--- src/rtl/dmem_ctrl.sv ---
// dmem_ctrl: round-robin two-port arbiter and byte/half/word sequencer for a word-wide data memory
module dmem_ctrl #(
    parameter int MEM_BYTES = 32
) (
    input  logic        clk,
    input  logic        reset,
    input  logic        a_req_valid,
    output logic        a_req_ready,
    input  logic        a_req_we,
    input  logic [1:0]  a_req_size,
    input  logic [31:0] a_req_addr,
    input  logic [31:0] a_req_wdata,
    output logic        a_rsp_valid,
    output logic [31:0] a_rsp_rdata,
    output logic        a_rsp_err,
    input  logic        b_req_valid,
    output logic        b_req_ready,
    input  logic        b_req_we,
    input  logic [1:0]  b_req_size,
    input  logic [31:0] b_req_addr,
    input  logic [31:0] b_req_wdata,
    output logic        b_rsp_valid,
    output logic [31:0] b_rsp_rdata,
    output logic        b_rsp_err,
    output logic [31:0] mem_addr,
    output logic [31:0] mem_wdata,
    output logic        mem_rd,
    output logic        mem_wr,
    input  logic [31:0] mem_rdata
);
    localparam logic [2:0] IDLE = 3'd0;
    localparam logic [2:0] ERR  = 3'd1;
    localparam logic [2:0] RD   = 3'd2;
    localparam logic [2:0] CAP  = 3'd3;
    localparam logic [2:0] WR   = 3'd4;
    localparam logic [2:0] RSP  = 3'd5;

    logic [2:0]  state, state_nxt;
    logic        port, we, last_a;
    logic [1:0]  size, lane;
    logic [15:0] wdata_lo;
    logic        grant_b, accept, bad, sel_we;
    logic [1:0]  sel_size;
    logic [31:0] sel_addr, sel_wdata;
    logic [4:0]  shift;
    logic [31:0] lane_mask, loaded, merged;
    logic        rsp_a, rsp_b;

    // Grant, request selection, error decode and lane extract/merge
    always_comb begin
        grant_b   = b_req_valid && (!a_req_valid || last_a);
        a_req_ready = state == IDLE && !grant_b;
        b_req_ready = state == IDLE && grant_b;
        accept    = (a_req_valid && a_req_ready) || (b_req_valid && b_req_ready);
        sel_we    = grant_b ? b_req_we : a_req_we;
        sel_size  = grant_b ? b_req_size : a_req_size;
        sel_addr  = grant_b ? b_req_addr : a_req_addr;
        sel_wdata = grant_b ? b_req_wdata : a_req_wdata;
        bad       = sel_size == 2'b11 || (sel_size == 2'b01 && sel_addr[0]) ||
                    (sel_size == 2'b10 && sel_addr[1:0] != 2'b00) ||
                    ((sel_addr & ~32'd3) > 32'(MEM_BYTES - 4));
        shift     = {lane, 3'b000};
        lane_mask = size == 2'b00 ? 32'h0000_00FF << shift : 32'h0000_FFFF << shift;
        loaded    = size == 2'b10 ? mem_rdata :
                    (mem_rdata >> shift) & (size == 2'b00 ? 32'h0000_00FF : 32'h0000_FFFF);
        merged    = (mem_rdata & ~lane_mask) | (({16'b0, wdata_lo} << shift) & lane_mask);
        rsp_a     = state_nxt == RSP && !port;
        rsp_b     = state_nxt == RSP && port;
    end

    // Transaction sequencing: errors skip memory, word stores skip the read
    always_comb begin
        state_nxt = IDLE;
        case (state)
            IDLE:    state_nxt = !accept ? IDLE : bad ? ERR :
                                 (sel_we && sel_size == 2'b10) ? WR : RD;
            ERR:     state_nxt = RSP;
            RD:      state_nxt = CAP;
            CAP:     state_nxt = we ? WR : RSP;
            WR:      state_nxt = RSP;
            default: state_nxt = IDLE;
        endcase
    end

    // Registered state, memory strobes, held address/data and response pulses
    always_ff @(posedge clk or negedge reset) begin
        if (!reset) begin
            state       <= IDLE;
            port        <= 1'b0;
            we          <= 1'b0;
            size        <= 2'b00;
            lane        <= 2'b00;
            wdata_lo    <= '0;
            last_a      <= 1'b0;
            mem_addr    <= '0;
            mem_wdata   <= '0;
            mem_rd      <= 1'b0;
            mem_wr      <= 1'b0;
            a_rsp_valid <= 1'b0;
            b_rsp_valid <= 1'b0;
            a_rsp_err   <= 1'b0;
            b_rsp_err   <= 1'b0;
            a_rsp_rdata <= '0;
            b_rsp_rdata <= '0;
        end else begin
            state       <= state_nxt;
            mem_rd      <= state_nxt == RD;
            mem_wr      <= state_nxt == WR;
            a_rsp_valid <= rsp_a;
            b_rsp_valid <= rsp_b;
            a_rsp_err   <= rsp_a && state == ERR;
            b_rsp_err   <= rsp_b && state == ERR;
            a_rsp_rdata <= (rsp_a && state == CAP) ? loaded : '0;
            b_rsp_rdata <= (rsp_b && state == CAP) ? loaded : '0;
            if (accept) begin
                port      <= grant_b;
                we        <= sel_we;
                size      <= sel_size;
                lane      <= sel_addr[1:0];
                wdata_lo  <= sel_wdata[15:0];
                last_a    <= !grant_b;
                mem_addr  <= sel_addr & ~32'd3;
                mem_wdata <= sel_wdata;
            end
            if (state == CAP && we)
                mem_wdata <= merged;
        end
    end
endmodule

--- config.mk ---
export PLATFORM = sky130hd
export DESIGN_NAME = dmem_ctrl
export DESIGN_NICKNAME = d
export VERILOG_FILES = /design/src/rtl/dmem_ctrl.sv
export SDC_FILE = /design/constraint.sdc
export NUM_CORES = 1
export LEC_CHECK = 0
export ABC_AREA = 1
export CAP_MARGIN = 20
export CORE_ASPECT_RATIO = 2
export CORE_MARGIN = 3
export CORE_UTILIZATION = 25
export DETAILED_ROUTE_END_ITERATION = 8
export PLACE_DENSITY = 0.53
export SYNTH_ARGS = -nofsm -noshare
export SYNTH_HDL_FRONTEND = slang
export SYNTH_SLANG_ARGS = --single-unit
--- constraint.sdc ---
create_clock -name clk -period 2 [get_ports clk]
set_input_delay 0.4 -clock clk [delete_from_list [all_inputs] [get_ports clk]]
set_output_delay 0.4 -clock clk [all_outputs]
set_load 0.02 [all_outputs]
Word level (Yosys, flattened, before mapping)

Index checks and enable logic that the tools add are counted.

Magnitude comparators: 1
Equality and inequality tests: 11
Shifts and indexed selects: 4
Multiplexer cells: 16
Bitwise gates (word level): 5
Reductions and logical operators: 28

Operators with widths:

| cell                                                            | count |
|---|---|
| two-way mux 32 bit                                              | 8 |
| AND 32 bit                                                      | 2 |
| AND 32 x 16 -> 32 bit                                           | 1 |
| greater-than comparator 32 x 5 -> 1 bit (second input constant) | 1 |
| NOT 32 bit                                                      | 1 |
| bitwise OR 32 bit                                               | 1 |
| left shift 16 x 5 -> 32 bit                                     | 1 |
| left shift 16 x 5 -> 32 bit (first input constant)              | 1 |
| left shift 8 x 5 -> 32 bit (first input constant)               | 1 |
| right shift 32 x 5 -> 32 bit                                    | 1 |
| two-way mux 16 bit                                              | 1 |
| logical AND 1 bit                                               | 15 |
| one-hot mux 3 bit (4 select lines)                              | 1 |
| == test 3 x 2 -> 1 bit (second input constant)                  | 3 |
| == test 3 bit (second input constant)                           | 3 |
| two-way mux 3 bit                                               | 3 |
| == test 2 bit (second input constant)                           | 3 |
| logical OR 1 bit                                                | 5 |
| nonzero test 2 bit                                              | 2 |
| == test 3 x 1 -> 1 bit (second input constant)                  | 1 |
| logical NOT 1 bit                                               | 3 |
| logical NOT 3 bit                                               | 1 |
| == test 2 x 1 -> 1 bit (second input constant)                  | 1 |
| logical NOT 2 bit                                               | 1 |
| 3 further kinds                                                 | 4 |

Register bits: 158
Input bits: 170
Output and inout port bits: 136

Logic depth before layout (Yosys ltp)

Depth in word-level cells: 16
Gate-level depth with buffers: 14

Worst setup path before layout

OpenSTA, ideal clock, no wires.

Path type: register to register
Start point: register state[1]
End point: register mem_wdata[2]
Library setup time: 131 ps
Arrival time: 1675 ps
Data required time: 1869 ps
Slack: 193 ps
Cell stages (with the launch flop): 10
Path buffers: 1
Period minus slack after synthesis: 1807 ps
Cell sequence: dfrtp_1 > nor2_1 > nand2_1 > nor2_2 > nor2_4 > nand2_2 > inv_2 > buf_2 > nand2_1 > nand3_1

Cells in the longest elaborated chain, start to end: 5

Ends and longest elaborated chain:

| what                         | RTL line | text |
|---|---|---|
| start, declared              | 38       | `logic [2:0] state, state_nxt;` |
| start signal, assigned       | 106      | `state <= state_nxt;` |
| logical NOT 3 bit            | 53       | `b_req_ready = state == IDLE && grant_b;` |
| logical AND 1 bit            | 53       |  |
| named net b_req_ready        | 17       | `output logic b_req_ready,` |
| logical AND 1 bit            | 54       | `accept = (a_req_valid && a_req_ready) \|\| (b_req_valid && b_req_ready);` |
| logical OR 1 bit             | 54       |  |
| nonzero test 2 bit (no line) | -        |  |
| end signal, assigned         | 123      | `mem_wdata <= sel_wdata;` |
| end signal, assigned         | 126      | `mem_wdata <= merged;` |
| end, declared                | 26       | `output logic [31:0] mem_wdata,` |

The timed path passes the listed nets, and every way through them passes these cells.
A chain may end at the register's enable or synchronous reset.

Final worst setup path

Start point: register mem_addr[6]
End point: output port mem_addr[6]

RTL lines:

| what                   | RTL line | text |
|---|---|---|
| start, declared        | 25       | `output logic [31:0] mem_addr,` |
| start signal, assigned | 122      | `mem_addr <= sel_addr & ~32'd3;` |

No word-level cell between the ends.

==> impl_results.md <==
- Maximum vdd drop: 764 uV
- Slowest Stage Delay on Critical Path: 630 ps
- Worst R2R Setup Slack: 120 ps
- Ys Warns: 0
- CP Launch Type: register
- Max Cap Viol: 0
- IO Pins: 306
- Clk buf depth: 2
- Syn avg cell area: 8.20 um2
- Average vias per placed instance: 4.61
- DP Wirelength: 25700 um
- Worst EP required: 1600 ps
- Net count, final: 1447
- Pre-CTS WS: -493 ps
- CTS Sinks: 158
- Max-slew violation count: 0
- Crit path kind: register to primary output
- Initial antenna violation count: 1
- Die Footprint: 32900 um2
- Total negative slack: 0 ps
- GRT Overall Usage: 19.3%
- Mapped Cells: 934
- Crit. End Element: primary output
- Cts bufs inserted: 17
- Die height: 253 um
- Post-route total power: 15.8 mW
- Port bufs: 303
- H-tree depth: 4
- Min-delay worst type: input pin to async pin
- Die W: 130 um
- Vias in the first global route: 7936
- Yosys top cell by area: dfrtp_1
- Crit path cell chain: clkdlybuf4s50_1
- Synth top area cells: dfrtp_1 52%, nand2_1 11%, o21ai_0 5.3%
- Worst path buffer plus inverter count: 1
- Fin util: 41.1%
- CTS tree: yes
- Share of layout cells above drive strength 1: 11.3%
- Root Driver: clkbuf_16
- Mapped cell area: 7660 um2
- Starting Density: 25.4%
- Pin count of the biggest net entering global routing: 63
- Row count: 90
- Post-synthesis sequential area ratio: 51.6%
- P&R area growth vs syn: 61.9%
- Post-route cell area: 12400 um2
- Vias: 7647
- Final critical-path share of the clock period: 94.4%
- RSZ-0062 raised after global routing: yes
- Final Critical Period: 1890 ps
- Crit path max-delay family: buffers and inverters
- Final hold violation count: 0
- GR Overflow Total: 0
- Yosys reg bits: 158
- WL final: 31900 um
- Critical path's slowest cell: clkdlybuf4s50_1
- Setup WS post-layout: 113 ps
- Worst Tran Pin Value: 487 ps
- Max Fclk: 530 MHz
- Worst skew pair latency: 440 ps
- First-pass GRT wire length: 46900 um
- WP data arrival: 1490 ps
- Critical path fanouts, max: 2
- Final setup vio count: 0
- CTS clk-pin slew, worst paths: 60 ps
- DRT Pass-1 Iters: 6
- DP Area: 11600 um2
- Gpl congestion: 0.909
- 1st-iter DRT viols: 404
- Synth cell types: 36
- DR WL/cell: 19.2 um
- Core area: 30200 um2
- LEAKAGE: 5.64 nW
- Worst Skew: 4.69 ps
- Total power density per cell area: 1270 nW/um2
- Final ANT Viol Nets: 0
- Status: complete, no violations
- DRC: 0
- Slew HR: 67.2%
- Yosys top cell area share: 51.6%
-- metal layers --
layer | GRT usage, % | routed length, um | vias to the layer above
li1 | - | - | 3771
met1 | 18.5 | 10500 | 3568
met2 | 38.3 | 18700 | 261
met3 | 4.31 | 1550 | 47
met4 | 7.76 | 1160 | 0
met5 | 0 | 0 | -
-- logic make-up (layout without fill, tap and decap cells) --
group                  after synthesis  in the layout  synth area share, %
AND/OR/NAND/NOR                    429            429                 23.9
AO/OA/AOI/OAI                      192            192                 15.8
flip-flops                         158            158                 51.6
buffers and inverters              151            505                 8.22
multiplexers                         3              3                0.392
other                                1              4               0.0490
-- through the flow --
step | hold slack [ps] | cells
after floorplan | 104 | 935
after global placement | 292 | 1619
after detailed placement | 293 | 1619
after CTS | 387 | 1653
after global routing | 411 | 1658
final | 402 | 1659
-- state kept, by name, summed over array words and instances (netlist names), 2 cells and up --
register     flops
state            3
lane             2
wdata_lo        16
mem_wdata       32
mem_addr        30
b_rsp_rdata     32
size             2
a_rsp_rdata     32
-- final timing paths --
kind | cells past startpoint | from | endpoint
hold / removal | 2 | reset | a_rsp_rdata[2]$_DFF_PN0_
min in group clk | 2 | mem_wdata[8]$_DFFE_PN0P_ | mem_wdata[8]$_DFFE_PN0P_
hold reg to reg | 2 | mem_wdata[8]$_DFFE_PN0P_ | mem_wdata[8]$_DFFE_PN0P_
max in group asynchronous | 3 | reset | mem_addr[3]$_DFFE_PN0N_
setup / recovery | 1 | mem_addr[6]$_DFFE_PN0N_ | mem_addr[6]
setup reg to reg | 13 | last_a$_DFFE_PN0N_ | mem_rd$_DFF_PN0_
-- where the power goes --
part	internal [mW]	leakage, nW	switching (mW)
sequential	4.10	2.03	0.505
combinational	3.21	3.32	4.51
clock	2.10	0.298	1.32
-- synthesized netlist by cell type --
master    instances
o21bai_1         17
nor3_2            2
o22ai_1          17
buf_2            27
nand4_1           1
clkinv_1          1
dfrtp_1         158
o21ai_2           1
buf_1             4
nand2_2           4
nor3b_4           1
buf_6             1
nor2_4            2
nor2_2            3
nand3b_1         16
o211ai_1         16
nor3_1           33
mux2i_1           3
a21boi_2          1
a32o_1            8
nand2_1         219
conb_1            1
nand3_1          41
nor2_1          105
clkbuf_2          2
inv_1            87
buf_4             5
o221ai_1          8
a22oi_1          12
o21ai_0          81
clkbuf_1         20
o21ai_1           5
a211oi_1          1
inv_2             4
nor4_1            2
a31oi_1          25
-- layout by cell type, fill, tap and decap left out, types with 25 or more instances in the layout --
cell and instances:
a31oi_1 25, clkdlybuf4s50_1 298, inv_1 86, nand2_1 214
buf_4 59, dfrtp_1 158, nand3_1 40, nor3_1 30
nor2_1 99, o21ai_0 81
-- final cells by class --
type,instances,area [um2]
Fill cell,3080,17800
Sequential cell,158,3950
Timing Repair Buffer,382,3840
Multi-Input combinational cell,626,3180
Tap cell,368,460
Clock buffer,19,443
Inverter,92,348
Clock inverter,12,169
Antenna cell,2,5.00
-- what timing repair did --
item / in CTS / in global routing
hold buffers: 1 / 0
pin swaps: 2 / 6
gates resized for setup: 17 / 24
cloned: 1 / 0
setup endpoints to repair: 23 / 36
hold endpoints to repair: 24 / 0
setup buffers: 1 / 3
Power figures use the tool's default switching activity.
